$ cat config.mk
export PLATFORM = sky130hd
export DESIGN_NAME = prach_deshape_ch
export DESIGN_NICKNAME = d
export VERILOG_FILES = /design/src/rtl/prach_pkg.sv /design/src/rtl/prach_delay.sv /design/src/rtl/prach_sync_lock.sv /design/src/rtl/prach_deshape_ch.sv
export SDC_FILE = /design/constraint.sdc
export NUM_CORES = 1
export LEC_CHECK = 0
export ABC_AREA = 1
export ABC_CLOCK_PERIOD_IN_PS = 1500
export BUFFER_PORTS_ARGS = -buffer_cell sky130_fd_sc_hd__buf_2
export CAP_MARGIN = 40
export CORE_UTILIZATION = 40
export CTS_BUF_LIST = sky130_fd_sc_hd__clkbuf_8
export DETAILED_ROUTE_END_ITERATION = 12
export PLACE_DENSITY_LB_ADDON = 0.25
export SYNTH_ARGS = -nofsm -noshare
export SYNTH_HDL_FRONTEND = slang
export SYNTH_HIERARCHICAL = 1
export SYNTH_SLANG_ARGS = --single-unit
$ cat constraint.sdc
create_clock -name clk -period 1.5 [get_ports clk]
set_input_delay 0.075 -clock clk [delete_from_list [all_inputs] [get_ports clk]]
set_output_delay 0.075 -clock clk [all_outputs]
set_load 0.01 [all_outputs]
$ cat src/rtl/prach_pkg.sv
// Shared PRACH reshaper types: sample/channel widths and lock FSM states.
// Imported by prach_sync_lock and prach_deshape_ch.
package prach_pkg;

  typedef logic [15:0] sample_t;
  typedef logic [7:0]  chn_t;

  typedef enum logic [1:0] {
    UNLOCKED = 2'd0,
    FILL     = 2'd1,
    LOCKED   = 2'd2
  } lock_state_t;

endpackage

$ cat src/rtl/prach_delay.sv
// Fixed-depth shift-register delay line, optional synchronous clear.
// Tie i_rst low for pure data lines.
module prach_delay #(
  parameter int W = 16,
  parameter int D = 4
) (
  input  logic         clk,
  input  logic         i_rst,
  input  logic [W-1:0] i_d,
  output logic [W-1:0] o_q
);

  logic [W-1:0] r_sr [D];

  always_ff @(posedge clk) begin
    if (i_rst) begin
      for (int i = 0; i < D; i++) r_sr[i] <= '0;
    end else begin
      r_sr[0] <= i_d;
      for (int i = 1; i < D; i++) r_sr[i] <= r_sr[i-1];
    end
  end

  assign o_q = r_sr[D-1];

endmodule

$ cat src/rtl/prach_sync_lock.sv
// Sync lock FSM and expected-slot counter for PRACH reshapers.
// PRACH_DESHAPE_CHK_EN adds slot-sequence error outputs.
module prach_sync_lock
  import prach_pkg::*;
#(
  parameter int SIZE = 8,
  parameter int LAT  = 5
) (
  input  logic clk,
  input  logic rst,
  input  logic i_sync,
  output logic o_vld
`ifdef PRACH_DESHAPE_CHK_EN
  ,
  input  chn_t i_chn,
  output logic o_err,
  output logic o_err_sticky
`endif
);

  localparam int CW = $clog2(SIZE);
  localparam int WW = $clog2(LAT);

  lock_state_t   r_state;
  logic [CW-1:0] r_cnt;
  logic [WW-1:0] r_wcnt;
  logic          r_vld;
  logic          w_mis;

  // a sync is misplaced when the slot counter did not expect slot 0
  assign w_mis = i_sync && (r_state != UNLOCKED) && (r_cnt != '0);

  always_ff @(posedge clk) begin
    if (rst) begin
      r_state <= UNLOCKED;
      r_cnt   <= '0;
      r_wcnt  <= '0;
      r_vld   <= 1'b0;
    end else begin
      r_cnt <= i_sync ? CW'(1) : r_cnt + 1'b1;
      unique case (r_state)
        UNLOCKED: begin
          r_vld <= 1'b0;
          if (i_sync) begin
            r_state <= FILL;
            r_wcnt  <= WW'(LAT - 1);
          end
        end
        FILL: begin
          if (i_sync) begin
            r_wcnt <= WW'(LAT - 1);
          end else begin
            r_wcnt <= r_wcnt - 1'b1;
            if (r_wcnt == WW'(1)) begin
              r_state <= LOCKED;
              r_vld   <= 1'b1;
            end
          end
        end
        LOCKED: begin
          if (w_mis) begin
            r_state <= FILL;
            r_wcnt  <= WW'(LAT - 1);
            r_vld   <= 1'b0;
          end
        end
        default: begin
          r_state <= UNLOCKED;
          r_vld   <= 1'b0;
        end
      endcase
    end
  end

  assign o_vld = r_vld;

`ifdef PRACH_DESHAPE_CHK_EN
  logic w_err;
  logic r_err;
  logic r_sticky;

  assign w_err = ((r_state != UNLOCKED) && (i_chn != chn_t'(r_cnt)))
               || w_mis;

  always_ff @(posedge clk) begin
    if (rst) begin
      r_err    <= 1'b0;
      r_sticky <= 1'b0;
    end else begin
      r_err    <= w_err;
      r_sticky <= r_sticky | w_err;
    end
  end

  assign o_err        = r_err;
  assign o_err_sticky = r_sticky;
`endif

endmodule

$ cat src/rtl/prach_deshape_ch.sv
// PRACH dp->dq channel deshaper with sync lock and output valid.
// Define PRACH_DESHAPE_CHK_EN to add chk_err / chk_err_sticky.
module prach_deshape_ch
  import prach_pkg::*;
#(
  parameter int SIZE = 8
) (
  input  logic    clk,
  input  logic    rst,
  input  sample_t din_dp1,
  input  sample_t din_dp2,
  input  chn_t    din_chn,
  input  logic    sync_in,
  output sample_t dout_dq1,
  output sample_t dout_dq2,
  output chn_t    dout_chn,
  output logic    dout_vld,
  output logic    sync_out
`ifdef PRACH_DESHAPE_CHK_EN
  ,
  output logic    chk_err,
  output logic    chk_err_sticky
`endif
);

  localparam int HALF    = SIZE / 2;
  localparam int H       = $clog2(HALF);
  localparam int LATENCY = HALF + 1;

  logic    w_up;
  sample_t w_d2;
  sample_t w_dx_in;
  sample_t w_dx;
  logic [8:0] w_cs;
  sample_t r_dq1;
  sample_t r_dq2;

  assign w_up = din_chn[H];

  prach_delay #(.W(16), .D(HALF)) u_d2 (
    .clk   (clk),
    .i_rst (1'b0),
    .i_d   (din_dp2),
    .o_q   (w_d2)
  );

  // U half re-queues the delayed L.dp2 so it lands in the U output slot
  assign w_dx_in = w_up ? w_d2 : din_dp1;

  prach_delay #(.W(16), .D(HALF)) u_dx (
    .clk   (clk),
    .i_rst (1'b0),
    .i_d   (w_dx_in),
    .o_q   (w_dx)
  );

  always_ff @(posedge clk) begin
    if (rst) begin
      r_dq1 <= '0;
      r_dq2 <= '0;
    end else begin
      r_dq1 <= w_dx;
      r_dq2 <= w_up ? din_dp1 : w_d2;
    end
  end

  assign dout_dq1 = r_dq1;
  assign dout_dq2 = r_dq2;

  prach_delay #(.W(9), .D(LATENCY)) u_cs (
    .clk   (clk),
    .i_rst (rst),
    .i_d   ({sync_in, din_chn}),
    .o_q   (w_cs)
  );

  assign sync_out = w_cs[8];
  assign dout_chn = w_cs[7:0];

  prach_sync_lock #(.SIZE(SIZE), .LAT(LATENCY)) u_lock (
    .clk          (clk),
    .rst          (rst),
    .i_sync       (sync_in),
    .o_vld        (dout_vld)
`ifdef PRACH_DESHAPE_CHK_EN
    ,
    .i_chn        (din_chn),
    .o_err        (chk_err),
    .o_err_sticky (chk_err_sticky)
`endif
  );

endmodule

==> reports/metrics.cfg, run 1 <==
[synth]
synth_top_area_frac = 0.6248
synth_area_um2 = 6857
yosysTopAreaCell = dfxtp_1
syn_inst = 799
yosysSeqAreaShare = 0.6248
synth_seq_cells = 214
synthTopCellsByArea = dfxtp_1 62%, nor2_1 12%, inv_1 12%
yosys.cell_types.count = 25
synth_warnings = 6
syn_avg_cell_area_um2 = 8.581

[sta]
max_freq_mhz = 822.4
whs_ns = 0.3185
setup_slack_ns = 0.2841
period_share = 0.8106
final-hold-violation-count = 0
grt_setup_unrepaired = no
period_needed_ns = 1.216
fin_skew_ns = 0.01457
slew_violations = 0
finalSetupViolCount = 0
fin_setup_tns_ns = 0

[place]
pre_cts_slack_ns = 0.3577
gp_congestion = 0.6982
dpl.hpwl_mm = 5.393
port_buffers = 84
placed_cells = 1067

[floorplanning]
ioPinCount = 85
start_util = 0.4120
rows = 47
die_w_um = 132.9
die-height_um = 132.9
coreArea_um2 = 16640
dieArea_um2 = 17670

[detailed_routing]
routedWlPerCell_um = 8.147
firstDrtPassIters = 4
routed_wl_mm = 9.524
drc_errors = 0
num_vias = 4222
antenna_left = 0
drtIter0Drc = 176
via_per_inst = 3.612

[status]
status = finished, final reports clean

[final_layout]
diodes = 0
final_cell_mix = 224 x inv_1, 219 x nor2_1, 214 x dfxtp_1, 84 x buf_2, 62 x nand2_1
fillCellCount = 1611
layout-drive-gt1-share = 0.1612
final_cells = 1169
layout_commonest_cell = inv_1
syn2layout_area_growth_pct = 20.88
fin_nets = 977

[worst_setup_path]
crit_arrival_ns = 1.61
path_buf_inv = 3
slowest_stage = dlygate4sd3_1
end_kind = register
crit_chain = dlygate4sd3_1, buf_2, nand2_1, dlygate4sd3_1, nand2_1, nor2_1
cp_top_family = buffers and inverters
slowest_delay_ns = 0.56
crit_fanout = 15
crit_path_start_kind = primary input
worstPathRequired_ns = 1.89
crit_type = in -> reg

[global_routing]
track_usage = 0.1148
overflow = 0
grt_max_degree = 65
antenna_found_initial = 0
grt_pass1_wl_mm = 16.61
grt_pass1_vias = 3937

[power]
ir_drop_uv = 537.8
powerDensity_nw_per_um2 = 1340
static-leakage-power_nw = 3.913

[run]
maxCapViolCount = 0

[cts]
cts_setup_buffers = 0
insertion_delay_ns = 0.49
clk_pin_slew_ns = 0.06
cts_buffers = 36
cts_tree = yes
cts_resized = 0
clockBufferDepth = 3
clkSinkCount = 214
cts_max_level = 2
cts-root-buf = clkbuf_8

[min_path]
hold_path_class = in -> reg

## worst reg2reg max path: stages (launching register included)
cell and delay (ns):
dfxtp_1 0.35, inv_1 0.05, ha_1 0.18, nand2_1 0.06, nand2_1 0.07, nand2_4 0.10, nand2_4 0.07, nand2_1 0.08
a21oi_2 0.05
## flip-flops by register name, summed over array words and instances (netlist names)
name / count
u_cs/r_sr: 45
u_lock/r_wcnt: 3
dout_dq1: 16
u_d2/r_sr: 64
u_lock/r_state: 2
dout_dq2: 16
u_lock/r_cnt: 3
u_lock/o_vld: 1
u_dx/r_sr: 64
## cells in the mapped netlist
library cell	number
nand3_1	1
a21oi_2	1
buf_2	1
buf_6	27
nor4_1	1
o21ai_0	10
inv_4	1
conb_1	1
nor2_1	219
buf_4	10
clkbuf_1	1
ha_1	4
nand4_1	1
dfxtp_1	214
a21oi_1	6
nand3_2	3
nand2_4	2
inv_2	3
nand2_2	4
inv_1	215
o21ai_1	6
nand2_1	62
clkinv_2	1
nor2_2	4
nor3b_1	1
## where the power goes
group          total (mW)  switching [mW]  internal, mW
Clock                4.49            2.07          2.42
Combinational       0.679           0.383         0.296
Sequential           5.94          0.0574          5.88
Total                11.1            2.51          8.60
## cell families after synthesis
kind of cell               after synthesis  synth area share
AOI/OAI and AO/OA                       23           0.01734
and+or+nand+nor                        298            0.1724
adders and majority gates                4          0.007300
DFF                                    214            0.6248
other                                    1         0.0005469
buffers and inverters                  259            0.1776
## stage by stage
stage / power, mW / util / area (µm²)
2_1_floorplan: 6.548 / - / 6860
3_3_place_gp: 6.625 / 0.4331 / 7208
3_5_place_dp: 6.642 / 0.4331 / 7208
4_1_cts: 11.31 / 0.4980 / 8288
5_1_grt: 11.70 / 0.4980 / 8288
6_report: 11.11 / 0.4980 / 8288
## final cells by class
class | count | area [µm²] | area share
flip-flops and latches | 214 | 4284 | 0.5169
multi-input cells | 327 | 1359 | 0.1639
well taps | 220 | 275.3 | 0.03321
clock buffers | 40 | 550.5 | 0.06643
inverters | 220 | 829.5 | 0.1001
clock inverters | 17 | 78.83 | 0.009511
repair buffers | 131 | 910.9 | 0.1099
## routing by layer
metal,track usage,share of wire,vias up
met5,0,0,-
met4,0.06258,0.031,0
met3,0.03678,0.062,27
met1,0.1313,0.48,1651
li1,-,-,2449
met2,0.1902,0.43,95
## path summary, 6_finish.rpt
path                                 startpoint          endpoint  slack, ns  cells after the start
worst max-delay path                 din_chn[2]       dout_dq2[0]       0.28                      6
worst min-delay path                 din_dp2[3]   u_d2/r_sr[0][3]       0.32                      4
worst max register to register  u_lock/r_cnt[0]  u_lock/r_wcnt[2]       0.36                      8
worst min register to register  u_dx/r_sr[2][3]   u_dx/r_sr[3][3]       0.39                      2
## timing repair
action / 4_1_cts / 5_1_grt
endpoints found under the setup margin: 0 / 0
hold buffers: 45 / 0
hold endpoints to repair: 72 / 0
Note: power is estimated with default switching activity, not from simulation.
==> inputs of run 2 (changes only) <==
--- a/config.mk
+++ b/config.mk
@@ -6,7 +6,7 @@
 export NUM_CORES = 1
 export LEC_CHECK = 0
 export ABC_AREA = 1
-export ABC_CLOCK_PERIOD_IN_PS = 1500
+export ABC_CLOCK_PERIOD_IN_PS = 1200
 export BUFFER_PORTS_ARGS = -buffer_cell sky130_fd_sc_hd__buf_2
 export CAP_MARGIN = 40
 export CORE_UTILIZATION = 40
==> constraint.sdc (replaced) <==
create_clock -name clk -period 1.2 [get_ports clk]
set_input_delay 0.06 -clock clk [delete_from_list [all_inputs] [get_ports clk]]
set_output_delay 0.06 -clock clk [all_outputs]
set_load 0.01 [all_outputs]
==> run 2 against run 1 <==
  * Die area unchanged
  * Flip-flop and latch count unchanged
  * Critical endpoint is now u_lock/r_wcnt[2]
  * Worst hold slack worse by 0.024 ns
  * Register-to-register slack worse by 0.28 ns
  * Clock power up 49%
==> reports/metrics.cfg, run 2 (same netlist as run 1, synthesis figures left out) <==
[sta]
final-hold-violation-count = 0
period_share = 0.9296
fin_setup_tns_ns = 0
max_freq_mhz = 896.4
slew_violations = 0
grt_setup_unrepaired = no
finalSetupViolCount = 0
fin_skew_ns = 0.01052
period_needed_ns = 1.116

[detailed_routing]
routedWlPerCell_um = 8.331
via_per_inst = 3.678
num_vias = 4329
firstDrtPassIters = 5
drtIter0Drc = 143
drc_errors = 0
antenna_left = 0
routed_wl_mm = 9.806

[floorplanning]
start_util = 0.4120
dieArea_um2 = 17670
die_w_um = 132.9
rows = 47
coreArea_um2 = 16640
die-height_um = 132.9
ioPinCount = 85

[power]
power_frac_comb = 0.056
p_clk_frac = 0.448
internal_power_mw = 11.68
p_sw_mw = 3.297
switching_share = 0.2201
powerDensity_nw_per_um2 = 1776
pwr-share-seq = 0.495
static-leakage-power_nw = 3.991
ir_drop_uv = 714.5

[global_routing]
grt_pass1_wl_mm = 16.99
grt_max_degree = 66
overflow = 0
grt_pass1_vias = 4022
antenna_found_initial = 0
track_usage = 0.1180

[worst_setup_path]
end_kind = register
cp_top_family = flip-flops
crit_path_start_kind = register
worstPathRequired_ns = 1.64
slowest_delay_ns = 0.35
worst-r2r-cell-count = 9
path_buf_inv = 2
crit_chain = inv_2, ha_2, nand2_1, nand2_2, nand2_4, nand2_4, clkinv_2, nand2_2, a21oi_2
crit_fanout = 5
crit_type = reg -> reg
cp.depth = 9
slowest_stage = dfxtp_2
crit_arrival_ns = 1.56

[final_layout]
layout-drive-gt1-share = 0.1755
fin_util = 0.5067
layout_commonest_cell = inv_1
final_cell_mix = 223 x inv_1, 219 x nor2_1, 213 x dfxtp_1, 84 x buf_2, 61 x nand2_1
fillCellCount = 1590
fin_nets = 976
syn2layout_area_growth_pct = 22.99
reg.largest.list = u_d2/r_sr: 64 flops, u_dx/r_sr: 64 flops, u_cs/r_sr: 45 flops
diodes = 0

[cts]
cts_max_level = 2
cts_tree = yes
cts-root-buf = clkbuf_8
cts_buffers = 37
clkSinkCount = 214
cts_setup_buffers = 0
clockBufferDepth = 3
clk_pin_slew_ns = 0.06
insertion_delay_ns = 0.50

[min_path]
hold_path_class = in -> reg
min_path_cells = 4

[run]
maxCapViolCount = 0

[place]
gp_congestion = 0.6975
port_buffers = 84
dpl.hpwl_mm = 5.489

[status]
status = finished, final reports clean

run 2: what timing repair did:
action,CTS,global route
hold buffers,42,0
setup endpoints to repair,0,4
gates resized for setup,0,4
endpoints found under the hold margin,62,0
run 2: cell type report:
| type | instances | area [µm²] | share of cell area |
|---|---|---|---|
| timing repair buffer | 129 | 888.4 | 0.1053 |
| multi-input combinational | 327 | 1364 | 0.1617 |
| sequential | 214 | 4285 | 0.5082 |
| clock inverter | 20 | 143.9 | 0.01706 |
| inverter | 220 | 829.5 | 0.09837 |
| tap | 220 | 275.3 | 0.03264 |
| clock buffer | 47 | 646.9 | 0.07671 |
run 2: worst paths after layout:
path                        start               end  slack, ns
setup / recovery  u_lock/r_cnt[0]  u_lock/r_wcnt[2]       0.08
hold / removal         din_chn[5]   u_cs/r_sr[0][5]       0.29
hold reg to reg   u_d2/r_sr[1][3]   u_d2/r_sr[2][3]       0.39
setup reg to reg  u_lock/r_cnt[0]  u_lock/r_wcnt[2]       0.08
run 2: power by group through the flow:
stage	combinational [mW]	sequential, mW	clock, mW
5_1_grt	0.970	7.44	7.34
4_1_cts	0.834	7.42	7.02
6_report	0.846	7.42	6.71
3_5_place_dp	0.729	7.58	0
2_1_floorplan	0.603	7.58	0
3_3_place_gp	0.712	7.57	0
run 2: layer usage:
| layer | routed length (µm) | track usage | vias up |
|---|---|---|---|
| li1 | - | - | 2461 |
| met1 | 4613 | 0.1333 | 1747 |
| met2 | 4358 | 0.1943 | 98 |
| met3 | 500 | 0.03372 | 23 |
| met4 | 333 | 0.07791 | 0 |
| met5 | 0 | 0 | - |
run 2: metrics by stage:
step	hold slack [ns]	cells	setup WS, ns	power, mW	instance area (µm²)
after floorplan	0.1352	800	0.1402	8.185	6860
after global placement	0.2600	1068	0.1043	8.283	7216
after detailed placement	0.2659	1068	0.04609	8.306	7216
after CTS	0.2563	1177	0.03929	15.27	8427
after global routing	0.2815	1177	0.002557	15.75	8433
final	0.2944	1177	0.08446	14.98	8433
run 2: worst min-delay path, cell delays in order:
cell and delay [ns]:
dlygate4sd3_1 0.52, buf_2 0.09, inv_1 0.03, nor2_1 0.06
==> inputs of run 3 (changes only) <==
--- a/config.mk
+++ b/config.mk
@@ -9,6 +9,7 @@
 export ABC_CLOCK_PERIOD_IN_PS = 1200
 export BUFFER_PORTS_ARGS = -buffer_cell sky130_fd_sc_hd__buf_2
 export CAP_MARGIN = 40
+export CORE_ASPECT_RATIO = 0.8
 export CORE_UTILIZATION = 40
 export CTS_BUF_LIST = sky130_fd_sc_hd__clkbuf_8
 export DETAILED_ROUTE_END_ITERATION = 12
==> run 3 against run 2 <==
  * Combinational power is 0.5% lower
  * Critical endpoint is now u_cs/r_sr[0][8]
  * Global-route usage is 0.36 points lower
  * Worst hold slack better by 0.0034 ns
  * Die area hardly changed
  * Clock skew is 0.0099 ns higher
  * Non-clock buffer count is 1 higher
  * Largest power group unchanged
  * Final cell count is 0.85% lower
  * Highest routed layer unchanged
  * Utilization is 0.65 points lower
  * First-iteration DRC count is 9.8% lower
  * Flip-flop and latch count stayed put
  * Wire length is 1.5% lower
==> reports/metrics.cfg, run 3 (same netlist as run 1, synthesis figures left out) <==
[status]
status = finished, final reports clean

[global_routing]
antenna_found_initial = 0
grt_pass1_wl_mm = 16.73
grt_pass1_vias = 3842
grt_max_degree = 65
track_usage = 0.1144
overflow = 0

[cts]
insertion_delay_ns = 0.49
cts-root-buf = clkbuf_8
cts_max_level = 2
clockBufferDepth = 3
cts_tree = yes
clkSinkCount = 214
cts_buffers = 35
cts_setup_buffers = 0
clk_pin_slew_ns = 0.06

[sta]
period_share = 0.9344
whs_ns = 0.2978
finalSetupViolCount = 0
fin_skew_ns = 0.02037
slew_violations = 0
grt_setup_unrepaired = no
final-hold-violation-count = 0
fin_setup_tns_ns = 0
period_needed_ns = 1.121
max_freq_mhz = 891.8
setup_slack_ns = 0.07870

[power]
ir_drop_uv = 843.1
switching_share = 0.2220
p_total_mw = 14.40
internal_power_mw = 11.20
p_sw_mw = 3.195
p_clk_frac = 0.426
power_frac_comb = 0.058
powerDensity_nw_per_um2 = 1728
static-leakage-power_nw = 3.943
pwr-share-seq = 0.516

[floorplanning]
die_w_um = 148.4
dieArea_um2 = 17670
rows = 42
ioPinCount = 85
die-height_um = 119.1
coreArea_um2 = 16660
start_util = 0.4116

[worst_setup_path]
crit_type = in -> reg
worst-r2r-cell-count = 9
r2r-end = u_lock/r_wcnt[2]
crit_arrival_ns = 1.49
end_kind = register
worstPathRequired_ns = 1.57
crit_path_start_kind = primary input
r2r-start = u_lock/r_cnt[0]
r2r_slack_ns = 0.08
crit_fanout = 15

[detailed_routing]
antenna_left = 0
drtIter0Drc = 129
drc_errors = 0
routedWlPerCell_um = 8.278
firstDrtPassIters = 4
routed_wl_mm = 9.661
num_vias = 4238
via_per_inst = 3.632

[min_path]
hold_path_class = in -> reg
hp-start = din_dp2[14]
whs_endpoint = u_d2/r_sr[0][14]
min_path_cells = 4

[place]
pre_cts_slack_ns = 0.04755
dpl.hpwl_mm = 5.531
port_buffers = 84
gp_congestion = 0.7231
place_area_um2 = 7216

[final_layout]
fin_nets = 975
design_area_um2 = 8333
syn2layout_area_growth_pct = 21.53
diodes = 0
final_cell_mix = 224 x inv_1, 219 x nor2_1, 213 x dfxtp_1, 83 x buf_2, 62 x nand2_1
layout-drive-gt1-share = 0.1626
reg.largest.list = u_d2/r_sr: 64 flops, u_dx/r_sr: 64 flops, u_cs/r_sr: 45 flops
layout_commonest_cell = inv_1

[run]
maxCapViolCount = 0

[run 3: repair_timing]
action,4_1_cts,5_1_grt
gates resized for setup,0,2
setup endpoints to repair,0,5
hold buffers,43,0
endpoints found under the hold margin,69,0
[run 3: critical path, stage by stage]
cell and delay [ns]:
dlygate4sd3_1 0.52, clkbuf_4 0.27, nor2_1 0.08, dlygate4sd3_1 0.55
[run 3: area by class of cell]
cell class                      count  area [µm²]
Clock inverter                     16       132.6
Sequential cell                   214        4285
Tap cell                          220       275.3
Inverter                          220       829.5
Fill cell                        1601        8325
Clock buffer                       40       550.5
Multi-Input combinational cell    327        1359
Timing Repair Buffer              130       900.9
[run 3: per-layer routing]
| layer | vias up | routed length [µm] | track usage |
|---|---|---|---|
| met2 | 92 | 3978 | 0.1731 |
| li1 | 2452 | - | - |
| met3 | 20 | 570 | 0.03678 |
| met4 | 0 | 194 | 0.05026 |
| met5 | - | 0 | 0 |
| met1 | 1674 | 4917 | 0.1487 |
[run 3: how the worst max path moves through the flow]
stage                                from          endpoint  slack [ns]
after floorplan           u_lock/r_cnt[0]  u_lock/r_wcnt[2]        0.14
after global placement    u_lock/r_cnt[0]  u_lock/r_wcnt[2]        0.09
after detailed placement  u_lock/r_cnt[0]  u_lock/r_wcnt[2]        0.05
after CTS                 u_lock/r_cnt[0]  u_lock/r_wcnt[2]        0.04
after global routing      u_lock/r_cnt[0]  u_lock/r_wcnt[2]       0.005
final                                 rst   u_cs/r_sr[0][8]        0.08
[run 3: stage by stage]
step | instances | utilization
after floorplan | 800 | -
after global placement | 1068 | 0.4332
after detailed placement | 1068 | 0.4332
after CTS | 1167 | 0.5000
after global routing | 1167 | 0.5002
final | 1167 | 0.5002
[run 3: power groups by stage]
stage                     clock [mW]  combinational [mW]  sequential (mW)
after detailed placement           0               0.724             7.58
after floorplan                    0               0.603             7.58
after global routing            6.78               0.970             7.44
after CTS                       6.43               0.832             7.42
after global placement             0               0.716             7.57
final                           6.13               0.842             7.42
